### config.mk
export PLATFORM = sky130hd
export DESIGN_NAME = stat_bcd_formatter_flat
export DESIGN_NICKNAME = d
export VERILOG_FILES = /design/src/rtl/fitbit_disp_pkg.sv /design/src/rtl/stat_bcd_formatter_if.sv /design/src/rtl/stat_bcd_formatter_bin2bcd_serial.sv /design/src/rtl/stat_bcd_formatter.sv /design/src/flat_wrapper.sv
export SDC_FILE = /design/constraint.sdc
export NUM_CORES = 1
export LEC_CHECK = 0
export CAP_MARGIN = 10
export CORE_MARGIN = 10
export CORE_UTILIZATION = 55
export CTS_BUF_LIST = sky130_fd_sc_hd__clkbuf_16
export DETAILED_ROUTE_END_ITERATION = 8
export GPL_ROUTABILITY_DRIVEN = 0
export GPL_TIMING_DRIVEN = 0
export PLACE_DENSITY = 0.92
export SLEW_MARGIN = 20
export SYNTH_ARGS = -nofsm -noshare
export SYNTH_HDL_FRONTEND = slang
export SYNTH_SLANG_ARGS = --single-unit
### constraint.sdc
create_clock -name clk -period 5.6 [get_ports clk]
set_clock_uncertainty 0.05 [all_clocks]
set_input_delay 1.12 -clock clk [delete_from_list [all_inputs] [get_ports clk]]
set_output_delay 1.12 -clock clk [all_outputs]
set_load 0.1 [all_outputs]
### src/rtl/fitbit_disp_pkg.sv
// Shared types and constants for the statistics-to-seven-segment formatting path.
package fitbit_disp_pkg;

  localparam int unsigned BCD_W    = 16;
  localparam int unsigned SAT_4DIG = 9999;
  localparam int unsigned SAT_DIST = 999;

  typedef enum logic [1:0] {
    MODE_STEPS = 2'd0,
    MODE_DIST  = 2'd1,
    MODE_ACT   = 2'd2,
    MODE_HAT   = 2'd3
  } mode_t;

  typedef enum logic [1:0] {
    ST_IDLE,
    ST_SHIFT,
    ST_DONE
  } fsm_state_t;

  // Double-dabble correction: any nibble >= 5 gets +3 before the next shift.
  function automatic logic [BCD_W-1:0] dabble_adjust(input logic [BCD_W-1:0] v);
    logic [BCD_W-1:0] r;
    r = v;
    for (int unsigned i = 0; i < BCD_W / 4; i++) begin
      if (r[4*i +: 4] >= 4'd5) r[4*i +: 4] = r[4*i +: 4] + 4'd3;
    end
    return r;
  endfunction

endpackage

### src/rtl/stat_bcd_formatter_if.sv
// Statistic inputs and formatted display outputs between the stats core and scan driver.
interface stat_bcd_formatter_if;
  import fitbit_disp_pkg::*;

  logic [31:0]      step_count;
  logic [15:0]      distance_covered;
  logic [3:0]       initial_activity_count;
  logic [15:0]      high_activity_time;
  logic [1:0]       output_mode;
  logic [BCD_W-1:0] bcd;
  logic [3:0]       dp;
  logic [3:0]       blank;
  logic             upd;
  logic             busy;

  modport master (
    output step_count, distance_covered, initial_activity_count,
           high_activity_time, output_mode,
    input  bcd, dp, blank, upd, busy
  );

  modport slave (
    input  step_count, distance_covered, initial_activity_count,
           high_activity_time, output_mode,
    output bcd, dp, blank, upd, busy
  );
endinterface

### src/rtl/stat_bcd_formatter_bin2bcd_serial.sv
// Serial double-dabble converter: one iteration per clock, BIN_W iterations per operand.
module bin2bcd_serial
  import fitbit_disp_pkg::*;
#(
  parameter int unsigned BIN_W = 14
) (
  input  logic             clk,
  input  logic             reset,
  input  logic             start,
  input  logic [BIN_W-1:0] operand,
  output logic             idle,
  output logic             done,
  output logic [BCD_W-1:0] result
);

  localparam int unsigned ITER_W = $clog2(BIN_W);

  fsm_state_t        state;
  logic [ITER_W-1:0] iter;
  logic [BIN_W-1:0]  bin;
  logic [BCD_W-1:0]  bcd_acc;
  logic [BCD_W-1:0]  adj;

  assign adj    = dabble_adjust(bcd_acc);
  assign idle   = (state == ST_IDLE);
  assign done   = (state == ST_DONE);
  assign result = bcd_acc;

  always_ff @(posedge clk or posedge reset) begin
    if (reset) begin
      state   <= ST_IDLE;
      iter    <= '0;
      bin     <= '0;
      bcd_acc <= '0;
    end else begin
      unique case (state)
        ST_IDLE: begin
          if (start) begin
            bin     <= operand;
            bcd_acc <= '0;
            iter    <= '0;
            state   <= ST_SHIFT;
          end
        end
        ST_SHIFT: begin
          bcd_acc <= {adj[BCD_W-2:0], bin[BIN_W-1]};
          bin     <= {bin[BIN_W-2:0], 1'b0};
          iter    <= iter + ITER_W'(1);
          if (iter == ITER_W'(BIN_W - 1)) state <= ST_DONE;
        end
        ST_DONE: state <= ST_IDLE;
        default: state <= ST_IDLE;
      endcase
    end
  end

endmodule

### src/rtl/stat_bcd_formatter.sv
// Selects a statistic, saturates it to four digits, converts to BCD and registers
// digits plus decimal-point and leading-zero blank masks for the scan driver.
module stat_bcd_formatter #(
  parameter int unsigned REFRESH_CYCLES = 1000000,
  parameter int unsigned BIN_W          = 14
) (
  input  logic                 clk,
  input  logic                 reset,
  stat_bcd_formatter_if.slave  bus
);
  import fitbit_disp_pkg::*;

  localparam int unsigned CNT_W = $clog2(REFRESH_CYCLES);

  logic [CNT_W-1:0] refresh_cnt;
  logic             refresh_hit;
  mode_t            mode_in;
  mode_t            mode_q;
  logic             pending;
  logic             req;
  logic             start;
  logic [BIN_W-1:0] operand_sat;
  logic             eng_idle;
  logic             eng_done;
  logic [BCD_W-1:0] eng_result;
  logic [3:0]       blank_next;
  logic [3:0]       dp_next;

  logic [BCD_W-1:0] bcd_q;
  logic [3:0]       dp_q;
  logic [3:0]       blank_q;
  logic             upd_q;
  logic             busy_q;

  assign mode_in     = mode_t'(bus.output_mode);
  assign refresh_hit = (refresh_cnt == CNT_W'(REFRESH_CYCLES - 1));
  assign req         = refresh_hit || (mode_in != mode_q) || pending;
  assign start       = req && eng_idle;

  always_comb begin
    operand_sat = '0;
    unique case (mode_in)
      MODE_STEPS: operand_sat = (bus.step_count > 32'(SAT_4DIG))
                                ? BIN_W'(SAT_4DIG) : bus.step_count[BIN_W-1:0];
      MODE_DIST:  operand_sat = (bus.distance_covered > 16'(SAT_DIST))
                                ? BIN_W'(SAT_DIST) : bus.distance_covered[BIN_W-1:0];
      MODE_ACT:   operand_sat = {{(BIN_W-4){1'b0}}, bus.initial_activity_count};
      MODE_HAT:   operand_sat = (bus.high_activity_time > 16'(SAT_4DIG))
                                ? BIN_W'(SAT_4DIG) : bus.high_activity_time[BIN_W-1:0];
      default:    operand_sat = '0;
    endcase
  end

  // Masks follow the mode latched at capture, not the live mode input.
  always_comb begin
    blank_next    = '0;
    blank_next[3] = (eng_result[15:12] == 4'd0);
    blank_next[2] = blank_next[3] && (eng_result[11:8] == 4'd0);
    blank_next[1] = blank_next[2] && (eng_result[7:4] == 4'd0) && (mode_q != MODE_DIST);
    blank_next[0] = 1'b0;
    dp_next       = (mode_q == MODE_DIST) ? 4'b0010 : 4'b0000;
  end

  bin2bcd_serial #(
    .BIN_W (BIN_W)
  ) u_bin2bcd (
    .clk     (clk),
    .reset   (reset),
    .start   (start),
    .operand (operand_sat),
    .idle    (eng_idle),
    .done    (eng_done),
    .result  (eng_result)
  );

  always_ff @(posedge clk or posedge reset) begin
    if (reset) begin
      refresh_cnt <= '0;
      mode_q      <= MODE_STEPS;
      pending     <= 1'b1;
      bcd_q       <= '0;
      dp_q        <= '0;
      blank_q     <= 4'b1110;
      upd_q       <= 1'b0;
      busy_q      <= 1'b0;
    end else begin
      refresh_cnt <= refresh_hit ? '0 : refresh_cnt + CNT_W'(1);
      upd_q       <= 1'b0;
      if (start) begin
        mode_q  <= mode_in;
        pending <= 1'b0;
        busy_q  <= 1'b1;
      end else if (req) begin
        pending <= 1'b1;
      end
      if (eng_done) begin
        bcd_q   <= eng_result;
        dp_q    <= dp_next;
        blank_q <= blank_next;
        upd_q   <= 1'b1;
        busy_q  <= 1'b0;
      end
    end
  end

  assign bus.bcd   = bcd_q;
  assign bus.dp    = dp_q;
  assign bus.blank = blank_q;
  assign bus.upd   = upd_q;
  assign bus.busy  = busy_q;

endmodule

### src/flat_wrapper.sv
// flat-port wrapper written by rule: the top's interface ports become plain ports
module stat_bcd_formatter_flat import fitbit_disp_pkg::*;
#(
  parameter int unsigned REFRESH_CYCLES = 1000000,
  parameter int unsigned BIN_W          = 14
)
  (clk, reset, bus_step_count, bus_distance_covered, bus_initial_activity_count, bus_high_activity_time, bus_output_mode, bus_bcd, bus_dp, bus_blank, bus_upd, bus_busy);
  stat_bcd_formatter_if bus_i ();
  input  logic clk;
  input  logic reset;
  input wire logic [$bits(bus_i.step_count)-1:0] bus_step_count;
  input wire logic [$bits(bus_i.distance_covered)-1:0] bus_distance_covered;
  input wire logic [$bits(bus_i.initial_activity_count)-1:0] bus_initial_activity_count;
  input wire logic [$bits(bus_i.high_activity_time)-1:0] bus_high_activity_time;
  input wire logic [$bits(bus_i.output_mode)-1:0] bus_output_mode;
  output wire logic [$bits(bus_i.bcd)-1:0] bus_bcd;
  output wire logic [$bits(bus_i.dp)-1:0] bus_dp;
  output wire logic [$bits(bus_i.blank)-1:0] bus_blank;
  output wire logic [$bits(bus_i.upd)-1:0] bus_upd;
  output wire logic [$bits(bus_i.busy)-1:0] bus_busy;
  assign bus_i.step_count = bus_step_count;
  assign bus_i.distance_covered = bus_distance_covered;
  assign bus_i.initial_activity_count = bus_initial_activity_count;
  assign bus_i.high_activity_time = bus_high_activity_time;
  assign bus_i.output_mode = bus_output_mode;
  assign bus_bcd = bus_i.bcd;
  assign bus_dp = bus_i.dp;
  assign bus_blank = bus_i.blank;
  assign bus_upd = bus_i.upd;
  assign bus_busy = bus_i.busy;
  stat_bcd_formatter #(.REFRESH_CYCLES(REFRESH_CYCLES), .BIN_W(BIN_W)) u_core (.clk(clk), .reset(reset), .bus(bus_i));
endmodule
Word-level counts from Yosys, hierarchy flattened
Cells that the tools add are included.
W data, S select, Z words.
- $add $sub $neg: 6
- $mul: 0
- div/mod/pow operators: 0
- magnitude comparators: 7
- eq/ne operators: 12
- shift-type cells: 0
- multiplexer cells: 24
- bitwise logic cells: 0
- reduce and logical (&&, ||, !) cells: 16
- operators by type and width (cell ; count):
    $mux W14 ; 4
    $pmux W14 S4 ; 1
    $gt A32 B14 Y1 const B ; 1
    $pmux W16 S2 ; 1
    $pmux W14 S2 ; 1
    $add A20 B1 Y20 const B ; 1
    $eq A20 B20 Y1 const B ; 1
    $mux W20 ; 1
    $ge A4 B3 Y1 const B ; 4
    $gt A16 B10 Y1 const B ; 1
    $gt A16 B14 Y1 const B ; 1
    $mux W16 ; 1
    $mux W4 ; 4
    $add A4 B2 Y4 const B ; 3
    $logic_not A4 Y1 ; 3
    $pmux W4 S2 ; 1
    $eq A2 B1 Y1 const B ; 3
    $eq A2 B2 Y1 const B ; 3
    $mux W2 ; 3
    $reduce_bool A2 Y1 ; 3
    $mux W1 ; 5
    $add A4 B1 Y4 const B ; 1
    $eq A4 B4 Y1 const B ; 1
    $logic_and A1 B1 Y1 ; 4
    other kinds (9) ; 13
- bits in registers: 84
- bits in latches: 0
- bits in writable memories: 0
- memory bits (read-only): 0
- input bits: 72
- output and inout port bits: 26
- logic and storage cells: 77
- memories kept: 0

Longest topological paths before layout
Gate-level depths: netlist (run 1).
- depth after elaboration: 6
- mapped depth: 7

Hierarchy
Synthesis (run 1) repeated with hierarchy kept, for this count alone.
- cells, all modules: 450
- area, all modules: 4529.3 um^2
- modules (own cells, without submodules) (module ; times used ; cells each ; area an instance (um^2) ; seq. area each (um^2)):
    stat_bcd_formatter ; 1 ; 251 ; 2514.9 ; 1131.1
    bin2bcd_serial ; 1 ; 199 ; 2014.4 ; 900.9

Least setup slack after synthesis (run 1)
No wires, ideal clock.
- path type: input port to flip-flop
- start point: input port bus_step_count[18]
- end point: register u_core.u_bin2bcd.bin[3]
- setup time: 126 ps
- arrival time: 2597 ps
- data required time: 5424 ps
- path slack: 2827 ps
- stages: 5
- path buffers: 1
- path through: or4_1 buf_2 or3_4 a2bb2oi_1 a221o_1
- cells in the longest elaborated chain, start to end: 5
- RTL lines (element ; RTL line ; text):
    from (decl) ; flat_wrapper.sv:11 ; input wire logic [$bits(bus_i.step_count)-1:0] bus_step_count;
    $gt A32 B14 Y1 ; stat_bcd_formatter.sv:43 ; MODE_STEPS: operand_sat = (bus.step_count > 32'(SAT_4DIG))
    $mux W14 ; stat_bcd_formatter.sv:44 ; ? BIN_W'(SAT_4DIG) : bus.step_count[BIN_W-1:0];
    $pmux W14 S4 ; stat_bcd_formatter.sv:42 ; unique case (mode_in)
    $mux W14 ; stat_bcd_formatter_bin2bcd_serial.sv:38 ; if (start) begin
    $pmux W14 S2 ; stat_bcd_formatter_bin2bcd_serial.sv:36 ; unique case (state)
    to (signal assigned) ; stat_bcd_formatter_bin2bcd_serial.sv:39 ; bin <= operand;
    to (signal assigned) ; stat_bcd_formatter_bin2bcd_serial.sv:47 ; bin <= {bin[BIN_W-2:0], 1'b0};
    to (decl) ; stat_bcd_formatter_bin2bcd_serial.sv:20 ; logic [BIN_W-1:0] bin;
No other way between the ends. The select of a mux whose other input is x is not followed.
A chain may end at the register's enable or synchronous reset.

Worst setup path in the final report (run 1)
- start point: register u_core.blank_q[1], in the netlist u_core.bus.blank[1]
- end point: output port bus_blank[1]
- RTL lines (element ; RTL line ; text):
    from (decl) ; stat_bcd_formatter.sv:31 ; logic [3:0] blank_q;
    from (signal assigned) ; stat_bcd_formatter.sv:99 ; blank_q <= blank_next;
    to (decl) ; flat_wrapper.sv:18 ; output wire logic [$bits(bus_i.blank)-1:0] bus_blank;
No word-level cell between the ends.

==> flow_summary.yaml, run 1 <==
status:
  status: "finished clean"
global_route:
  grt_util_met3: 0.0627
  track_usage: 0.210
  busiest_layer: "met2"
  antenna_found_initial: 0
  use_met2: 0.354
  grt_pass1_wl_um: 20400
  gr-total-overflow: 0
  grt_max_degree: 60
  grt_pass1_vias: 4360
  grtUsageMet1: 0.234
logic_synthesis:
  yosysSeqAreaShare: 0.452
  ys_types: 73
  synthesis.area_sq_um: 4490
  async_flop_share: 1.00
  synth-seq-cells: 81
  ys.flop_type: "dfrtp_1"
  synth_edf_count: 0
  postSynthAreaPerCell_sq_um: 9.67
  syn_inst: 465
  yosysWarnings: 0
setup_path:
  cp_max_fo: 2
  crit_buf_inv: 1
  rr_endpoint: "u_core.u_bin2bcd.bin[4]"
  reg2reg_depth: 7
  critPathLaunchType: "register"
  worstSetupPathType: "register to output pin"
  critPathRequiredTime_ns: 4.43
  critPathCapture: "bus_blank[1]"
  cpMaxStageDelayCell: "clkdlybuf4s50_1"
  crit_path_max_incr_delay_ns: 1.13
  r2r_start: "u_core.refresh_cnt[0]"
  cp_num_cells: 1
  cp.arrival_ns: 2.01
  path_cells: "clkdlybuf4s50_1"
  crit_family: "buffers and inverters"
  critPathCaptureType: "output pin"
  r2r_slack_ns: 3.20
  startpoint: "u_core.bus.blank[1]"
timing:
  max_freq_mhz: 314
  post-route-min-period_ns: 3.18
  min_period_over_period: 0.568
  setup_viol: 0
  worst_pin_slew_ns: 0.995
  relSlewSlack: 0.335
  hold_ws_ns: 0.423
  finalMaxSlewViolations: 0
  tns_ns: 0
  hold_viol: 0
  grt_setup_unrepaired: "no"
power:
  power.density_nw_per_um2: 332
  leakage_nw: 2.47
  irDropWorstVdd_mv: 0.160
route:
  routed_wl_um: 12600
  postRouteAntennaNets: 0
  first_iter_violations: 395
  drt_first_pass_iters: 5
  wl_per_cell_um: 18.5
  vias: 4210
  via_per_inst: 6.21
  remaining_drc_errors: 0
clocking:
  cts_buffer_depth: 2
  ctsHoldBuffers: 0
  cts_setup_buffers: 0
  htreeDepth: 3
  tritoncts.num_buffers: 9
  cts-root-buf: "clkbuf_16"
  cts_tree: "yes"
  postCtsResizedCells: 0
  clk_pin_slew_ns: 0.06
  cts_sinks: 81
  clkLatencyLatePin_ns: 0.34
hold_path:
  min_path_type: "register to register"
layout:
  utilization: 0.749
  fin_cells: 678
  area_delta_synth_final_pct: 30.8
  final_cell_mix: "clkdlybuf4s50_1 (91), dfrtp_1 (77), nand2_1 (56)"
  layout-drive-gt1-share: 0.102
  fillCellCount: 534
  nNetsFinal: 656
  mostFrequentLayoutCell: "clkdlybuf4s50_1"
  design_area_sq_um: 5880
  antennaDiodeCount: 0
flow_run:
  maxCapViolCount: 0
placed_design:
  dp.cells: 662
  numPortBuffers: 91
  place_hpwl_um: 9430
  placed_area_sq_um: 5570
floorplanning:
  coreArea_sq_um: 7850
  die_w_um: 110
  initial_utilization: 0.573
  fp.dieArea_sq_um: 12200
  pin_count: 98
  die_h_um: 110
  rows: 32
cell usage after synthesis (all sizes together) (9+ instances only):
cell type / instances / share of area
buf: 11 / 0.020
nand2: 57 / 0.048
inv: 17 / 0.014
o22ai: 15 / 0.021
nor4: 9 / 0.015
nor3: 10 / 0.012
nand3: 10 / 0.011
o21ai: 32 / 0.036
dfrtp: 77 / 0.43
ha: 13 / 0.036
nand2b: 10 / 0.014
clkbuf: 14 / 0.013
a21oi: 17 / 0.019
nand4: 12 / 0.019
xnor2: 13 / 0.025
nor2: 34 / 0.031
worst min path at each step:
stage                                  start                  endpoint  slack [ns]  cells after the start
floorplan              u_core.refresh_cnt[0]     u_core.refresh_cnt[0]        0.38                      1
global placement       u_core.refresh_cnt[0]     u_core.refresh_cnt[0]        0.40                      1
detailed placement  u_core.u_bin2bcd.bin[11]  u_core.u_bin2bcd.bin[12]        0.41                      2
CTS                 u_core.u_bin2bcd.bin[11]  u_core.u_bin2bcd.bin[12]        0.43                      2
global route           u_core.refresh_cnt[0]     u_core.refresh_cnt[0]        0.45                      1
finish                 u_core.refresh_cnt[0]     u_core.refresh_cnt[0]        0.42                      1
flip-flops by register name, indices dropped and copies added, names as in the netlist:
name,flops
u_core.refresh_cnt,20
u_core.bus.bcd,16
u_core.u_bin2bcd.result,16
u_core.u_bin2bcd.bin,14
u_core.u_bin2bcd.iter,4
u_core.bus.blank,3
u_core.mode_q,2
u_core.u_bin2bcd.state,2
u_core.bus.busy,1
u_core.bus.dp,1
u_core.bus.upd,1
u_core.pending,1
metrics by stage:
stage,total power [mW],setup WS [ns]
2_1_floorplan,1.17,2.36
3_3_place_gp,1.35,1.20
3_5_place_dp,1.37,2.34
4_1_cts,1.96,2.41
5_1_grt,2.01,2.40
6_report,1.95,2.42
power breakdown:
group | switching, mW | total [mW] | internal (mW)
logic | 0.501 | 0.675 | 0.174
clock network | 0.248 | 0.598 | 0.350
registers | 0.0322 | 0.680 | 0.648
layout make-up:
| cell class | count | area [sq um] | share of cell area |
|---|---|---|---|
| Buffer | 25 | 146 | 0.0249 |
| Inverter | 18 | 70.1 | 0.0119 |
| Sequential cell | 81 | 2030 | 0.346 |
| Tap cell | 102 | 128 | 0.0217 |
| Timing Repair Buffer | 92 | 938 | 0.160 |
| Clock buffer | 9 | 225 | 0.0383 |
| Multi-Input combinational cell | 344 | 2260 | 0.384 |
| Clock inverter | 7 | 80.1 | 0.0136 |
layer usage:
layer,share of wire,vias to the layer above
li1,-,1919
met1,0.39,2035
met2,0.47,222
met3,0.10,34
met4,0.031,0
met5,0,-
cell families (layout without fill, tap and decap cells):
family,after synthesis,after routing,synth area share
DFF,81,81,0.452
AOI/OAI and AO/OA,114,114,0.175
and+or+nand+nor,176,176,0.209
buffers and inverters,43,151,0.0476
muxes,16,16,0.0379
xor gates and xnor gates,21,21,0.0409
adders and majority gates,13,13,0.0362
other,1,4,0.000834
Power figures use the tool's default switching activity.
==> run 2: changes to the inputs <==
CORE_UTILIZATION = 46   (was 55)
PLACE_DENSITY = 0.83   (was 0.92)
clock period = 2.8 ns   (was 5.6 ns; I/O delays follow)
==> flow_summary.yaml, run 2 (same netlist as run 1, synthesis figures left out) <==
status:
  status: "finished clean"
placed_design:
  place_hpwl_um: 9180
  numPortBuffers: 91
  place_ws_ns: 0.110
  placed_area_sq_um: 5610
timing:
  finalMaxSlewViolations: 0
  hold_viol: 0
  setup_viol: 0
  relSlewSlack: 0.335
  worst_pin_slew_ns: 0.994
  grt_setup_unrepaired: "no"
  max_freq_mhz: 382
  post-route-min-period_ns: 2.62
  min_period_over_period: 0.935
  tns_ns: 0
  fin_ws_ns: 0.182
global_route:
  gr-total-overflow: 0
  grt_pass1_vias: 4180
  antenna_found_initial: 0
  grt_pass1_wl_um: 20400
  track_usage: 0.173
  grt_max_degree: 53
clocking:
  postCtsResizedCells: 0
  clkLatencyLatePin_ns: 0.34
  ctsHoldBuffers: 0
  cts_buffer_depth: 2
  htreeDepth: 3
  tritoncts.num_buffers: 9
  cts_tree: "yes"
  cts_setup_buffers: 0
  cts_sinks: 81
  clk_pin_slew_ns: 0.06
  cts-root-buf: "clkbuf_16"
layout:
  area_delta_synth_final_pct: 31.3
  layout-drive-gt1-share: 0.0990
  nNetsFinal: 656
  regMostFlops: "u_core.refresh_cnt"
  largest_reg_flops: 20
  utilization: 0.612
  design_area_sq_um: 5900
  mostFrequentLayoutCell: "clkdlybuf4s50_1"
  antennaDiodeCount: 0
  final_cell_mix: "clkdlybuf4s50_1 (91), dfrtp_1 (77), nand2_1 (56)"
hold_path:
  min_path_type: "register to register"
floorplanning:
  die_h_um: 119
  initial_utilization: 0.466
  pin_count: 98
  fp.dieArea_sq_um: 14100
  die_w_um: 119
  rows: 36
  coreArea_sq_um: 9640
route:
  routed_wl_um: 12200
  drt_first_pass_iters: 5
  vias: 4051
  remaining_drc_errors: 0
  postRouteAntennaNets: 0
  via_per_inst: 5.71
  wl_per_cell_um: 17.2
  first_iter_violations: 291
setup_path:
  critPathRequiredTime_ns: 2.19
  crit_family: "buffers and inverters"
  critPathLaunchType: "register"
  crit_buf_inv: 1
  critPathCaptureType: "output pin"
  cp.arrival_ns: 2.01
  cp_max_fo: 2
  cpMaxStageDelayCell: "clkdlybuf4s50_1"
  crit_path_max_incr_delay_ns: 1.13
  worstSetupPathType: "register to output pin"
  path_cells: "clkdlybuf4s50_1"
flow_run:
  maxCapViolCount: 0
power:
  leakage_nw: 2.46
  power.density_nw_per_um2: 652
  p_total_mw: 3.84
  irDropWorstVdd_mv: 0.447
[run 2: worst paths after layout]
path,to,depth (start not counted),slack [ns],start
max,bus_blank[2],1,0.18,u_core.bus.blank[2]
min,u_core.refresh_cnt[0],1,0.42,u_core.refresh_cnt[0]
max reg2reg,u_core.u_bin2bcd.bin[4],7,0.45,u_core.refresh_cnt[0]
min reg2reg,u_core.refresh_cnt[0],1,0.42,u_core.refresh_cnt[0]
max in group asynchronous,u_core.bus.blank[3],3,1.51,reset
min in group asynchronous,u_core.refresh_cnt[13],2,0.53,reset
[run 2: area by class of cell]
type                       instances  area (sq um)
timing repair buffer              92           938
multi-input combinational        344          2260
clock inverter                     7          62.6
fill                             828          3740
buffer                            25           146
inverter                          18          70.1
clock buffer                       9           225
tap                              133           166
sequential                        81          2030
[run 2: report_power, final]
group | internal, mW | total, mW | switching (mW)
combinational | 0.348 | 1.35 | 0.999
sequential | 1.30 | 1.35 | 0.0573
clock | 0.680 | 1.14 | 0.464
[run 2: routing by layer]
metal,track usage,vias up,wire (um)
met5,0,-,0
met4,0.0672,0,223
met3,0.0595,23,952
met2,0.279,172,5760
met1,0.208,1936,5240
li1,-,1920,-
[run 2: metrics by stage]
stage          hold slack, ns  instances
3_5_place_dp            0.419        693
6_report                0.420        709
3_3_place_gp            0.396        692
2_1_floorplan           0.383        468
4_1_cts                 0.427        709
5_1_grt                 0.437        709
==> run 3: changes to the inputs <==
ABC_CLOCK_PERIOD_IN_PS = 2800   (was not set)
==> results of run 3 <==
Same layout as run 2: the final DEF is identical, and so are final timing and power.
==> patch 1 (flow settings as in run 2) <==
`BIN_W` is set to 14 in 3 places; all go to 7.
--- a/src/rtl/stat_bcd_formatter_bin2bcd_serial.sv
+++ b/src/rtl/stat_bcd_formatter_bin2bcd_serial.sv
@@ -4,3 +4,3 @@
 #(
-  parameter int unsigned BIN_W = 14
+  parameter int unsigned BIN_W = 7
 ) (
--- a/src/rtl/stat_bcd_formatter.sv
+++ b/src/rtl/stat_bcd_formatter.sv
@@ -4,3 +4,3 @@
   parameter int unsigned REFRESH_CYCLES = 1000000,
-  parameter int unsigned BIN_W          = 14
+  parameter int unsigned BIN_W          = 7
 ) (
--- a/src/flat_wrapper.sv
+++ b/src/flat_wrapper.sv
@@ -4,3 +4,3 @@
   parameter int unsigned REFRESH_CYCLES = 1000000,
-  parameter int unsigned BIN_W          = 14
+  parameter int unsigned BIN_W          = 7
 )
Function: changed (a bounded check fails within 10 cycles, from zero or initial values and one cycle with reset high).
==> patch 1 against run 2 <==
Die area shrank 13%; total power grew 23%; hold slack lost 0.014 ns; routed wire length shrank 20%; worst setup slack gained 0.015 ns; synthesized area shrank 15%; maximum frequency grew 0.57%; cell area shrank 12%; sequential cell count shrank 8; largest power group is now combinational logic.
==> patch 1: results (changes against run 2) <==
outcome complete, no violations; fill cell count 672 (-19%); largest cells by area after synthesis dfrtp_1, nand2_1, ha_1, o21ai_0, dfstp_2; GRT Util Overall 16.0% (-1.3 points); initial antenna violation count 0 (unchanged); Register-to-Register Setup Slack 0.50 ns (+0.05 ns); r2r startpoint u_core.refresh_cnt[0]; Synth Warn # 0 (unchanged); list of most frequent post-synthesis cells dfrtp_1, nand2_1, nor2_1, o21ai_0, inv_1; CP arrival 1.99 ns (-0.02 ns); Setup Buffers After CTS 0 (unchanged); largest net degree at the start of global routing 57 (+7.5%); pre-CTS WS -0.0199 ns (-0.130 ns); worst-margin pin slew 0.980 ns (-0.0148 ns); Post-DP HPWL 7680 um (-16%); R2R cell count 8 (+1); Bufs on Longest Clock Path 2 (unchanged); Reg with most FFs u_core.refresh_cnt; multiplexer share of the synthesized area 1.64% (-2.1 points); Final Hold Slack 0.406 ns (-0.0140 ns); hold endpoint u_core.refresh_cnt[18]; Async SR Flop Fraction 100% (unchanged); IO buf count 93 (+2.2%); ant diodes 0 (unchanged); Final #Nets 595 (-9.3%); first-pass GRT wire length 16700 um (-18%); DRT iter0 DRCs 170 (-42%); Post-Synth XOR/XNOR Area 5.27% (+1.2 points); routed length per instance 15.8 um (-8.1%); Max stage delay on crit path 1.13 ns (about the same); DP Area 0.00493 mm^2 (-12%); final wirelength 9790 um (-20%); Hold Path Class reg2reg; number of global-route vias before repair 3619 (-13%); H-Tree Depth 3 (unchanged); r2r endpoint u_core.u_bin2bcd.result[9]; Compound-Gate Fraction of Synth Area 13.9% (-3.7 points); fraction of layout cells with a size suffix above 1 7.18% (-2.7 points); clk_lat worst skew roughly 0.33 ns; cell internal pwr 0.00269 W (+16%); Cells after Synth 402 (-14%); crit-path max FO 2 (unchanged); delay-heaviest family, CP buffers and inverters; Netlist cell types 53 (-27%); post-synthesis sequential area ratio 47.9% (+2.7 points); Post-Synth Adder-Cell Area 4.26% (+0.64 points); hold wc startpoint u_core.refresh_cnt[18]; Leakage 2.27 nW (-8.0%); CP endpoint bus_blank[3]; Critical Path Source u_core.bus.blank[3]; worst vdd ir 375 uV (-16%); critical path's slowest cell clkdlybuf4s50_1; Tmin final 2.60 ns (-0.0147 ns); Post-synth top flop dfrtp_1; Resize count post-CTS 0 (unchanged); Worst-path clk slew 0.05 ns; via/cell ratio 5.42 (-5.1%); 1st-pass router iterations 4 (-1)
## patch 1: power by group through the flow
stage,clock network [W],logic (W),registers (W)
5_1_grt,0.00106,0.00235,0.00162
3_5_place_dp,0,0.00216,0.00159
6_report,0.000983,0.00217,0.00157
4_1_cts,0.000998,0.00217,0.00157
2_1_floorplan,0,0.00102,0.00213
3_3_place_gp,0,0.00210,0.00157
## patch 1: metal layers
| layer | vias to the layer above | global-route usage, % | share of wire, % |
|---|---|---|---|
| li1 | 1636 | - | - |
| met1 | 1564 | 17.8 | 42 |
| met2 | 143 | 25.8 | 45 |
| met3 | 18 | 6.87 | 11 |
| met4 | 0 | 7.80 | 2.5 |
| met5 | - | 0 | 0 |
## patch 1: area by class of cell
cell class	count	area [um^2]	share of cell area [%]
inverters	19	73.8	1.42
multi-input cells	294	1810	34.9
clock inverters	7	30.0	0.580
clock buffers	9	225	4.35
well taps	105	131	2.54
flip-flops and latches	73	1830	35.4
repair buffers	94	958	18.5
plain buffers	19	120	2.32
==> patch 2 (config.mk and constraints of run 2) <==
Without the edit above. Encoding of `fsm_state_t`: now one-hot (3 bits for 3 states).
--- a/src/rtl/fitbit_disp_pkg.sv
+++ b/src/rtl/fitbit_disp_pkg.sv
@@ -14,6 +14,6 @@
 
-  typedef enum logic [1:0] {
-    ST_IDLE,
-    ST_SHIFT,
-    ST_DONE
+  typedef enum logic [2:0] {
+    ST_IDLE  = 3'b001,
+    ST_SHIFT = 3'b010,
+    ST_DONE  = 3'b100
   } fsm_state_t;
Formal check against the unedited RTL: same outputs for any inputs over 10 cycles, from zero or initial values and one cycle with reset high; not proved beyond that.
==> patch 2 against run 2 <==
Worst setup slack better by 0.016 ns; maximum frequency is 0.61% higher; cell area is 3.0% lower; sequential cell count is 1 higher; total power is 1.0% lower; synthesized area is 3.5% lower; routed wire length is 6.6% lower; sequential share of layout area is 1.5 points higher; largest cell class unchanged; largest power group unchanged.
==> patch 2: results (changes against run 2) <==
Worst-path clk slew 0.06 ns (about the same); routed length per instance 16.5 um (-3.9%); EDFF count, synth 0 (unchanged); fraction of layout cells with a size suffix above 1 6.75% (-3.1 points); GRT Util Overall 17.1% (-0.14 points); largest cells by area after synthesis dfrtp_1, nand2_1, o21ai_0, ha_1, nor2_1; DP Cell Count 673 (-2.9%); via count 3905 (-3.6%); IO buf count 93 (+2.2%); post-synthesis sequential area ratio 47.5% (+2.3 points); Compound-Gate Fraction of Synth Area 17.1% (-0.40 points); Post-DP HPWL 8930 um (-2.7%); number of global-route vias before repair 4039 (-3.4%); multiplexer share of the synthesized area 0.519% (-3.3 points); fin cells 689 (-2.8%); Bufs on Longest Clock Path 2 (unchanged); met2 wire len 5470 um (-5.0%); CP arrival 1.99 ns (-0.02 ns); outcome complete, no violations; Sw Pwr 0.00126 W (-17%); DRT iter0 DRCs 211 (-27%); Post-Synth Adder-Cell Area 3.75% (+0.13 points); seq pwr 0.00152 W (+13%); Post-Synth XOR/XNOR Area 4.85% (+0.76 points); Combinational Power Share 31.0% (-4.0 points); Leakage 2.47 nW (about the same); max_slew headroom 33.8% (+0.27 points); largest net degree at the start of global routing 51 (-3.8%); first-pass GRT wire length 18900 um (-7.1%); met1 WL 4830 um (-7.8%); met3 WL 879 um (-7.7%); Netlist cell types 56 (-23%); switch share 33.0% (-6.5 points); worst vdd ir 435 uV (-2.7%); Final #Nets 658 (+0.30%); list of most frequent post-synthesis cells dfrtp_1, nand2_1, o21ai_0; Resize count post-CTS 0 (unchanged); 1st-pass router iterations 4 (-1)
[patch 2: changes by cell type after synthesis, moves of 9 or more]
cell,change
o22ai_1,-13
nor2_1,+9
nand3_1,+18
o21ai_0,+23
o21ai_1,-9
[patch 2: through the flow]
stage | setup slack, ns | area [um^2]
global route | 0.115 | 5730
detailed placement | -0.0892 | 5450
finish | 0.197 | 5730
CTS | 0.180 | 5730
global placement | -1.13 | 5420
floorplan | 0.0898 | 4350
[patch 2: layer usage]
metal	GRT usage [%]	vias up
met5	0	-
met4	6.26	0
met3	5.50	12
met2	28.6	139
met1	20.2	1866
li1	-	1888
[patch 2: cell type report]
cell class | count | area [um^2]
Fill cell | 760 | 3470
Timing Repair Buffer | 94 | 958
Buffer | 22 | 106
Sequential cell | 82 | 2060
Inverter | 16 | 62.6
Multi-Input combinational cell | 348 | 2120
Clock inverter | 7 | 53.8
Clock buffer | 9 | 225
Tap cell | 111 | 139
[patch 2: path summary, 6_finish.rpt]
path,slack [ns],to,cells past startpoint,start
max,0.20,bus_blank[3],1,u_core.bus.blank[3]
min reg2reg,0.41,u_core.refresh_cnt[0],1,u_core.refresh_cnt[0]
min,0.41,u_core.refresh_cnt[0],1,u_core.refresh_cnt[0]
min in group asynchronous,0.54,u_core.u_bin2bcd.result[5],2,reset
max in group asynchronous,1.51,u_core.u_bin2bcd.state[0],3,reset
max reg2reg,0.26,u_core.u_bin2bcd.iter[1],8,u_core.refresh_cnt[0]
[patch 2: worst register-to-register path: stages (launching register included)]
cell	delay (ns)
dfrtp_1	0.39
ha_1	0.24
and4_1	0.19
nand2_1	0.16
nor4_4	0.09
o41ai_2	0.66
clkbuf_1	0.44
nand3_1	0.14
o21ai_0	0.11
